--- config.mk ---
export PLATFORM = sky130hd
export DESIGN_NAME = bus_cycle_ctrl
export DESIGN_NICKNAME = d
export VERILOG_FILES = /design/src/rtl/bus_cycle_ctrl.sv
export SDC_FILE = /design/constraint.sdc
export NUM_CORES = 1
export LEC_CHECK = 0
export ABC_AREA = 1
export BUFFER_PORTS_ARGS = -buffer_cell sky130_fd_sc_hd__buf_2
export CORE_MARGIN = 3
export CORE_UTILIZATION = 25
export DETAILED_ROUTE_END_ITERATION = 10
export PLACE_DENSITY = 0.54
export SYNTH_ARGS = -nofsm -noshare
export SYNTH_HDL_FRONTEND = slang
export SYNTH_SLANG_ARGS = --single-unit
export TNS_END_PERCENT = 50
--- constraint.sdc ---
create_clock -name clk -period 3.34 [get_ports clk]
set_input_delay 0.835 -clock clk [delete_from_list [all_inputs] [get_ports clk]]
set_output_delay 0.835 -clock clk [all_outputs]
set_load 0.005 [all_outputs]
--- src/rtl/bus_cycle_ctrl.sv ---
// 8088-style T1..T4 bus-cycle controller: one single-beat read/write per request,
// wait states driven by bus_ready, and an error response when the wait budget runs out.
module bus_cycle_ctrl #(
    parameter int ADDR_W   = 20,
    parameter int DATA_W   = 16,
    parameter int MAX_WAIT = 7
) (
    input  logic              clk,
    input  logic              reset,
    input  logic              req_valid,
    output logic              req_ready,
    input  logic              req_wr,
    input  logic [ADDR_W-1:0] req_addr,
    input  logic [DATA_W-1:0] req_wdata,
    output logic              rsp_valid,
    output logic [DATA_W-1:0] rsp_rdata,
    output logic              rsp_err,
    output logic [ADDR_W-1:0] bus_addr,
    output logic              ale,
    output logic              rd_wr,
    output logic [DATA_W-1:0] bus_data_out,
    output logic              bus_data_oe,
    input  logic [DATA_W-1:0] bus_data_in,
    input  logic              bus_ready
);

    localparam int CNT_W = (MAX_WAIT > 0) ? $clog2(MAX_WAIT + 1) : 1;
    localparam logic [CNT_W-1:0] MAX_CNT = CNT_W'(MAX_WAIT);

    typedef enum logic [2:0] {
        IDLE = 3'd0,
        T1   = 3'd1,
        T2   = 3'd2,
        T3   = 3'd3,
        TW   = 3'd4,
        T4   = 3'd5
    } state_t;

    state_t            state_r, state_s;
    logic [CNT_W-1:0]  wait_cnt_r, wait_cnt_s;
    logic              wr_r, wr_s;
    logic [DATA_W-1:0] wdata_r, wdata_s;

    logic              req_ready_s;
    logic              rsp_valid_s;
    logic [DATA_W-1:0] rsp_rdata_s;
    logic              rsp_err_s;
    logic [ADDR_W-1:0] bus_addr_s;
    logic              ale_s;
    logic              rd_wr_s;
    logic [DATA_W-1:0] bus_data_out_s;
    logic              bus_data_oe_s;

    // Next-state and next-output computation; every output is the registered copy.
    always_comb begin
        state_s        = state_r;
        wait_cnt_s     = wait_cnt_r;
        wr_s           = wr_r;
        wdata_s        = wdata_r;
        req_ready_s    = 1'b0;
        rsp_valid_s    = 1'b0;
        rsp_rdata_s    = rsp_rdata;
        rsp_err_s      = rsp_err;
        bus_addr_s     = bus_addr;
        ale_s          = 1'b0;
        rd_wr_s        = rd_wr;
        bus_data_out_s = bus_data_out;
        bus_data_oe_s  = bus_data_oe;

        case (state_r)
            IDLE: begin
                rd_wr_s       = 1'b0;
                bus_data_oe_s = 1'b0;
                if (req_valid && req_ready) begin
                    state_s     = T1;
                    req_ready_s = 1'b0;
                    ale_s       = 1'b1;
                    bus_addr_s  = req_addr;
                    rd_wr_s     = req_wr;
                    wr_s        = req_wr;
                    wdata_s     = req_wdata;
                end else begin
                    state_s     = IDLE;
                    req_ready_s = 1'b1;
                end
            end
            T1: begin
                state_s    = T2;
                wait_cnt_s = {CNT_W{1'b0}};
                if (wr_r) begin
                    bus_data_out_s = wdata_r;
                    bus_data_oe_s  = 1'b1;
                end else begin
                    bus_data_oe_s  = 1'b0;
                end
            end
            T2: begin
                state_s = T3;
            end
            T3, TW: begin
                // A ready seen on the last permitted sample still wins over the timeout.
                if (bus_ready) begin
                    state_s     = T4;
                    rsp_valid_s = 1'b1;
                    rsp_err_s   = 1'b0;
                    rsp_rdata_s = wr_r ? {DATA_W{1'b0}} : bus_data_in;
                end else if (wait_cnt_r < MAX_CNT) begin
                    state_s    = TW;
                    wait_cnt_s = wait_cnt_r + CNT_W'(1);
                end else begin
                    state_s     = T4;
                    rsp_valid_s = 1'b1;
                    rsp_err_s   = 1'b1;
                    rsp_rdata_s = {DATA_W{1'b0}};
                end
            end
            T4: begin
                state_s       = IDLE;
                req_ready_s   = 1'b1;
                rd_wr_s       = 1'b0;
                bus_data_oe_s = 1'b0;
            end
            default: begin
                state_s       = IDLE;
                req_ready_s   = 1'b0;
                rd_wr_s       = 1'b0;
                bus_data_oe_s = 1'b0;
            end
        endcase
    end

    // State and output registers; reset releases the data pin immediately.
    always_ff @(posedge clk or negedge reset) begin
        if (!reset) begin
            state_r      <= IDLE;
            wait_cnt_r   <= {CNT_W{1'b0}};
            wr_r         <= 1'b0;
            wdata_r      <= {DATA_W{1'b0}};
            req_ready    <= 1'b0;
            rsp_valid    <= 1'b0;
            rsp_rdata    <= {DATA_W{1'b0}};
            rsp_err      <= 1'b0;
            bus_addr     <= {ADDR_W{1'b0}};
            ale          <= 1'b0;
            rd_wr        <= 1'b0;
            bus_data_out <= {DATA_W{1'b0}};
            bus_data_oe  <= 1'b0;
        end else begin
            state_r      <= state_s;
            wait_cnt_r   <= wait_cnt_s;
            wr_r         <= wr_s;
            wdata_r      <= wdata_s;
            req_ready    <= req_ready_s;
            rsp_valid    <= rsp_valid_s;
            rsp_rdata    <= rsp_rdata_s;
            rsp_err      <= rsp_err_s;
            bus_addr     <= bus_addr_s;
            ale          <= ale_s;
            rd_wr        <= rd_wr_s;
            bus_data_out <= bus_data_out_s;
            bus_data_oe  <= bus_data_oe_s;
        end
    end

endmodule

* Word level (Yosys, flattened, before mapping)
Index checks and enable logic that the tools add are counted.
** Storage, ports and cells
- Register bits :: 81
- Logic and storage cells :: 56
** Cells by class
- Add/sub/neg operators :: 1
- Magnitude comparators :: 1
- Equality and inequality tests :: 8
- Multiplexer cells :: 23
- Reductions and logical operators :: 10
** Operators with widths (number)
- 2-to-1 mux 16 bit :: 3
- 2-to-1 mux 1 bit :: 13
- case mux 3 bit (4 select lines) :: 1
- equality test 3 x 2 -> 1 bit (second input constant) :: 2
- equality test 3 bit (second input constant) :: 2
- 2-to-1 mux 3 bit :: 2
- != test 2 bit (second input constant) :: 3
- case mux 1 bit (2 select lines) :: 3
- case mux 3 bit (2 select lines) :: 1
- AND reduction 2 bit :: 3
- OR reduction 4 bit :: 1
- adder 3 x 1 -> 3 bit (second input constant) :: 1
- equality test 3 x 1 -> 1 bit (second input constant) :: 1
- zero test 3 bit :: 1
- less-than comparator 3 bit (second input constant) :: 1
- AND reduction 3 bit :: 1
- OR reduction 3 bit :: 1
- nonzero test 2 bit :: 1
- OR reduction 2 bit :: 1
- logical AND 1 bit :: 1

* Longest topological paths before layout
- Word-level depth :: 4
- Gate-level depth with buffers :: 8

* Worst setup path after synthesis
Ideal clock, no wire load.
- Path type :: input to register
- Start :: in req_valid
- End :: reg wr_r
- Library setup time :: 0.117 ns
- Data arrival time :: 1.422 ns
- Required time :: 3.223 ns
- Path slack :: 1.801 ns
- Cell stages on the path :: 6
- Path through :: nand2_1 nor2_4 inv_2 buf_2 nand2_1 nand2_1
** Between the ends
- Word-level cells in the longest chain between the ends :: 2
** RTL lines
- from (decl) :: line 10 : input logic req_valid,
- logical AND 1 bit :: line 74 : if (req_valid && req_ready) begin
- AND reduction 2 bit (no line)
- to (signal assigned) :: line 151 : wr_r <= wr_s;
- to (decl) :: line 41 : logic wr_r, wr_s;
Every way passes these cells.
A chain may end at the register's enable or synchronous reset.

* Final worst setup path
- Start :: reg state_r[1]
- End :: reg wdata_r[10]
** Between the ends
- Word-level cells in the longest chain between the ends :: 2
** RTL lines
- from (decl) :: line 39 : state_t state_r, state_s;
- from (signal assigned) :: line 149 : state_r <= state_s;
- zero test 3 bit :: line 70 : case (state_r)
- AND reduction 2 bit (no line)
- to (signal assigned) :: line 138 : wdata_r <= {DATA_W{1'b0}};
- to (signal assigned) :: line 152 : wdata_r <= wdata_s;
- to (decl) :: line 42 : logic [DATA_W-1:0] wdata_r, wdata_s;
Every way passes these cells.

==> metrics.csv <==
metric;value;unit
fp.dieW;119;um
syn_nets;396;
worst_path_cell_chain;nor2_2 -> nand2_1 -> nor2_4 -> buf_4 -> nand2_1 -> o21ai_1;
critical_path_required;3.60;ns
fin_crit_sh;0.546;
power_switching;1.26;mW
yosysSeqAreaShare;0.639;
synth.avg_cell_area;9.38;um^2
postSynthRegisterBits;81;
wirelength;7.49;mm
crit_slowest_cell;nor2_4;
first_pass_grt_wire_length;12.8;mm
hold_path_depth;2;
post_cts_buffers;0;
placement_rows;40;
post_cts_hold_buffer_count;0;
worst_setup_hold_path_clk_slew;0.06;ns
status;completed;
antenna_violating_nets_post_route;0;
worstPathMaxFanout;31;
power_frac_clock;0.283;
post_drt_via_cell_ratio;4.09;
fmaxAchievable;0.548;GHz
synth-async-reset-ratio;1.00;
num_vias;2557;
critPathKind;register to register;
internal-power;2.57;mW
grt_antenna_before_repair;1;
portBuffers;114;
clock_sink_count;81;
grt_max_degree;82;
detail_route.drc_violations;0;
syn2layout_area_growth;32.9;%
track_usage;0.115;
layout_min_cycle_time;1.82;ns
floorplan.core_area;12200;um^2
worst_r2r_startpoint;state_r[1];
top_flip_flop_cell_by_instance_count_after_synthesis;dfrtp_1;
cts-buffers-inserted;9;
final_max_slew_viol_count;0;
die_height;119;um
netlist_top_cells_count;nand2_1 (153), dfrtp_1 (81), o21ai_1 (29);
crit_path_frequent_cell;nand2_1;
first_global_vias;2643;
synth.cell_area;3170;um^2
grt_overflow;0;
synth_area_leader_cell;dfrtp_1;
clockBufferDepth;2;
routed_wire_per_std_cell;12.0;um
final-setup-viol-count;0;
drt_pre_antenna_iters;4;
synth-warning-count;0;
grt_setup_unrepaired;no;
finalWeightedCongestion;0.701;
antennaDiodeCount;0;
floorplan.initialDensity;0.260;
nFillCells;1322;
timing_hold_violations_final;0;
timing.reg2reg.setup_slack;1.52;ns
p_comb_frac;0.295;
synth_top_cell_area_share;0.639;
worst_r2r_endpoint;wdata_r[10];
nets_finish;510;
drt_first_iter_violations;91;
cts-root-buf;clkbuf_16;
power.density;910;nW/um^2
unique_masters_post_synth;21;
critPathLaunchType;register;
cts_htree_levels;3;
design.portCount;115;
finClkSkew;0.00437;ns
end_kind;register;
total_of_max_cap_violations;0;
netSwitchingFraction;0.329;
die_area;14100;um^2
post_synth_inst_count;338;
delay_of_the_slowest_critical_path_stage;0.44;ns
number_of_synthesized_flops_with_an_enable_pin;0;
hpwl_after_dpl;5.16;mm
total_leakage_power;2.33;nW
setup_tns;0;ns
whs_endpoint;bus_addr[10];
worst_hold_startpoint;bus_addr[10];
holdCritPathClass;register to register;
synth.most_common_cell;nand2_1;
max-vdd-ir-drop;324;uV
crit_path_dat;2.09;ns
tightestPinTransition;1.03;ns
hold-worst-slack;0.466;ns
layout-drive-gt1-share;0.333;
tritoncts_clock_tree;built;
ys_top_cells_by_area;dfrtp_1 (64%), nand2_1 (18%), o21ai_1 (4.6%);
timing.reg2reg.worst_path_depth;6;
max_slew_margin;0.311;
cts_resized;0;
pwr-share-seq;0.422;
clock_latency;0.34;ns
==> through the flow <==
| step | worst slack, ns | cell area (um^2) | total power, mW | cells | util |
|---|---|---|---|---|---|
| after floorplan | 1.80 | 3170 | 2.30 | 338 | - |
| after global placement | 1.17 | 3890 | 2.76 | 609 | 0.318 |
| after detailed placement | 1.13 | 3890 | 2.80 | 609 | 0.318 |
| after CTS | 1.47 | 4220 | 3.92 | 625 | 0.345 |
| after global routing | 1.27 | 4220 | 4.17 | 625 | 0.345 |
| final | 1.52 | 4220 | 3.84 | 625 | 0.345 |
==> routing by layer <==
layer  up-vias  share of wire  GRT usage
li1       1282              -          -
met4         2          0.016     0.0456
met5         -         0.0027          0
met3        11          0.068     0.0455
met1      1189           0.43      0.135
met2        73           0.48      0.187
==> power by group through the flow <==
stage          combinational [mW]  clock (mW)  sequential (mW)
2_1_floorplan               0.658           0             1.64
3_3_place_gp                 1.13           0             1.63
3_5_place_dp                 1.17           0             1.63
4_1_cts                      1.17        1.13             1.63
5_1_grt                      1.32        1.17             1.67
6_report                     1.13        1.09             1.62
==> layout by cell type, fill, tap and decap left out <==
master,instances
nand3_1,7
bufinv_16,2
nand2_1,153
dfrtp_1,81
nand3b_1,1
nor2_1,6
clkbuf_16,9
inv_2,3
nand3_4,1
clkinvlp_4,1
ha_1,1
xnor2_1,1
o21ai_0,6
nand2_2,12
o21ai_1,29
inv_1,20
o21ai_2,1
buf_4,3
nor2_2,1
buf_2,113
nor2_8,1
nor2_4,1
clkbuf_8,2
clkinv_2,2
==> critical path, delay by kind of cell, from the launching register on <==
| kind | cells | cell delay [ns] |
|---|---|---|
| flip-flops | 1 | 0.43 |
| AND/OR/NAND/NOR | 4 | 0.81 |
| AO/OA/AOI/OAI | 1 | 0.09 |
| buffers and inverters | 1 | 0.41 |
==> flip-flops by register name, indices dropped and copies added, names as in the netlist <==
name          flops
ale               1
req_ready         1
rsp_valid         1
rsp_rdata        16
bus_addr         20
rsp_err           1
bus_data_out     16
wr_r              1
bus_data_oe       1
state_r           3
wait_cnt_r        3
rd_wr             1
wdata_r          16
==> layout make-up <==
cell class,instances,area [um^2],area share
repair buffers,116,588,0.139
clock inverters,5,77.6,0.0184
inverters,23,86.3,0.0205
multi-input cells,221,975,0.231
flip-flops and latches,81,2030,0.481
well taps,168,210,0.0499
clock buffers,11,253,0.0599
==> kinds of logic (layout without fill, tap and decap cells) <==
| logic type | after synthesis | in the layout | share of synthesized area |
|---|---|---|---|
| AO/OA/AOI/OAI | 36 | 36 | 0.0580 |
| XOR/XNOR | 1 | 1 | 0.00276 |
| adder cells (fa/ha/maj) | 1 | 1 | 0.00394 |
| buffers and inverters | 36 | 155 | 0.0536 |
| flip-flops | 81 | 81 | 0.639 |
| AND/OR/NAND/NOR | 183 | 183 | 0.243 |
==> how the worst max path moves through the flow <==
stage,slack (ns),cells after the start,start,end
floorplan,1.80,6,req_valid,wr_r
global placement,1.17,5,req_valid,wdata_r[15]
detailed placement,1.13,6,req_valid,wdata_r[10]
CTS,1.47,6,state_r[1],wdata_r[10]
global route,1.27,6,state_r[1],wdata_r[10]
finish,1.52,6,state_r[1],wdata_r[10]
No activity file was read; power rests on OpenSTA's default activity.
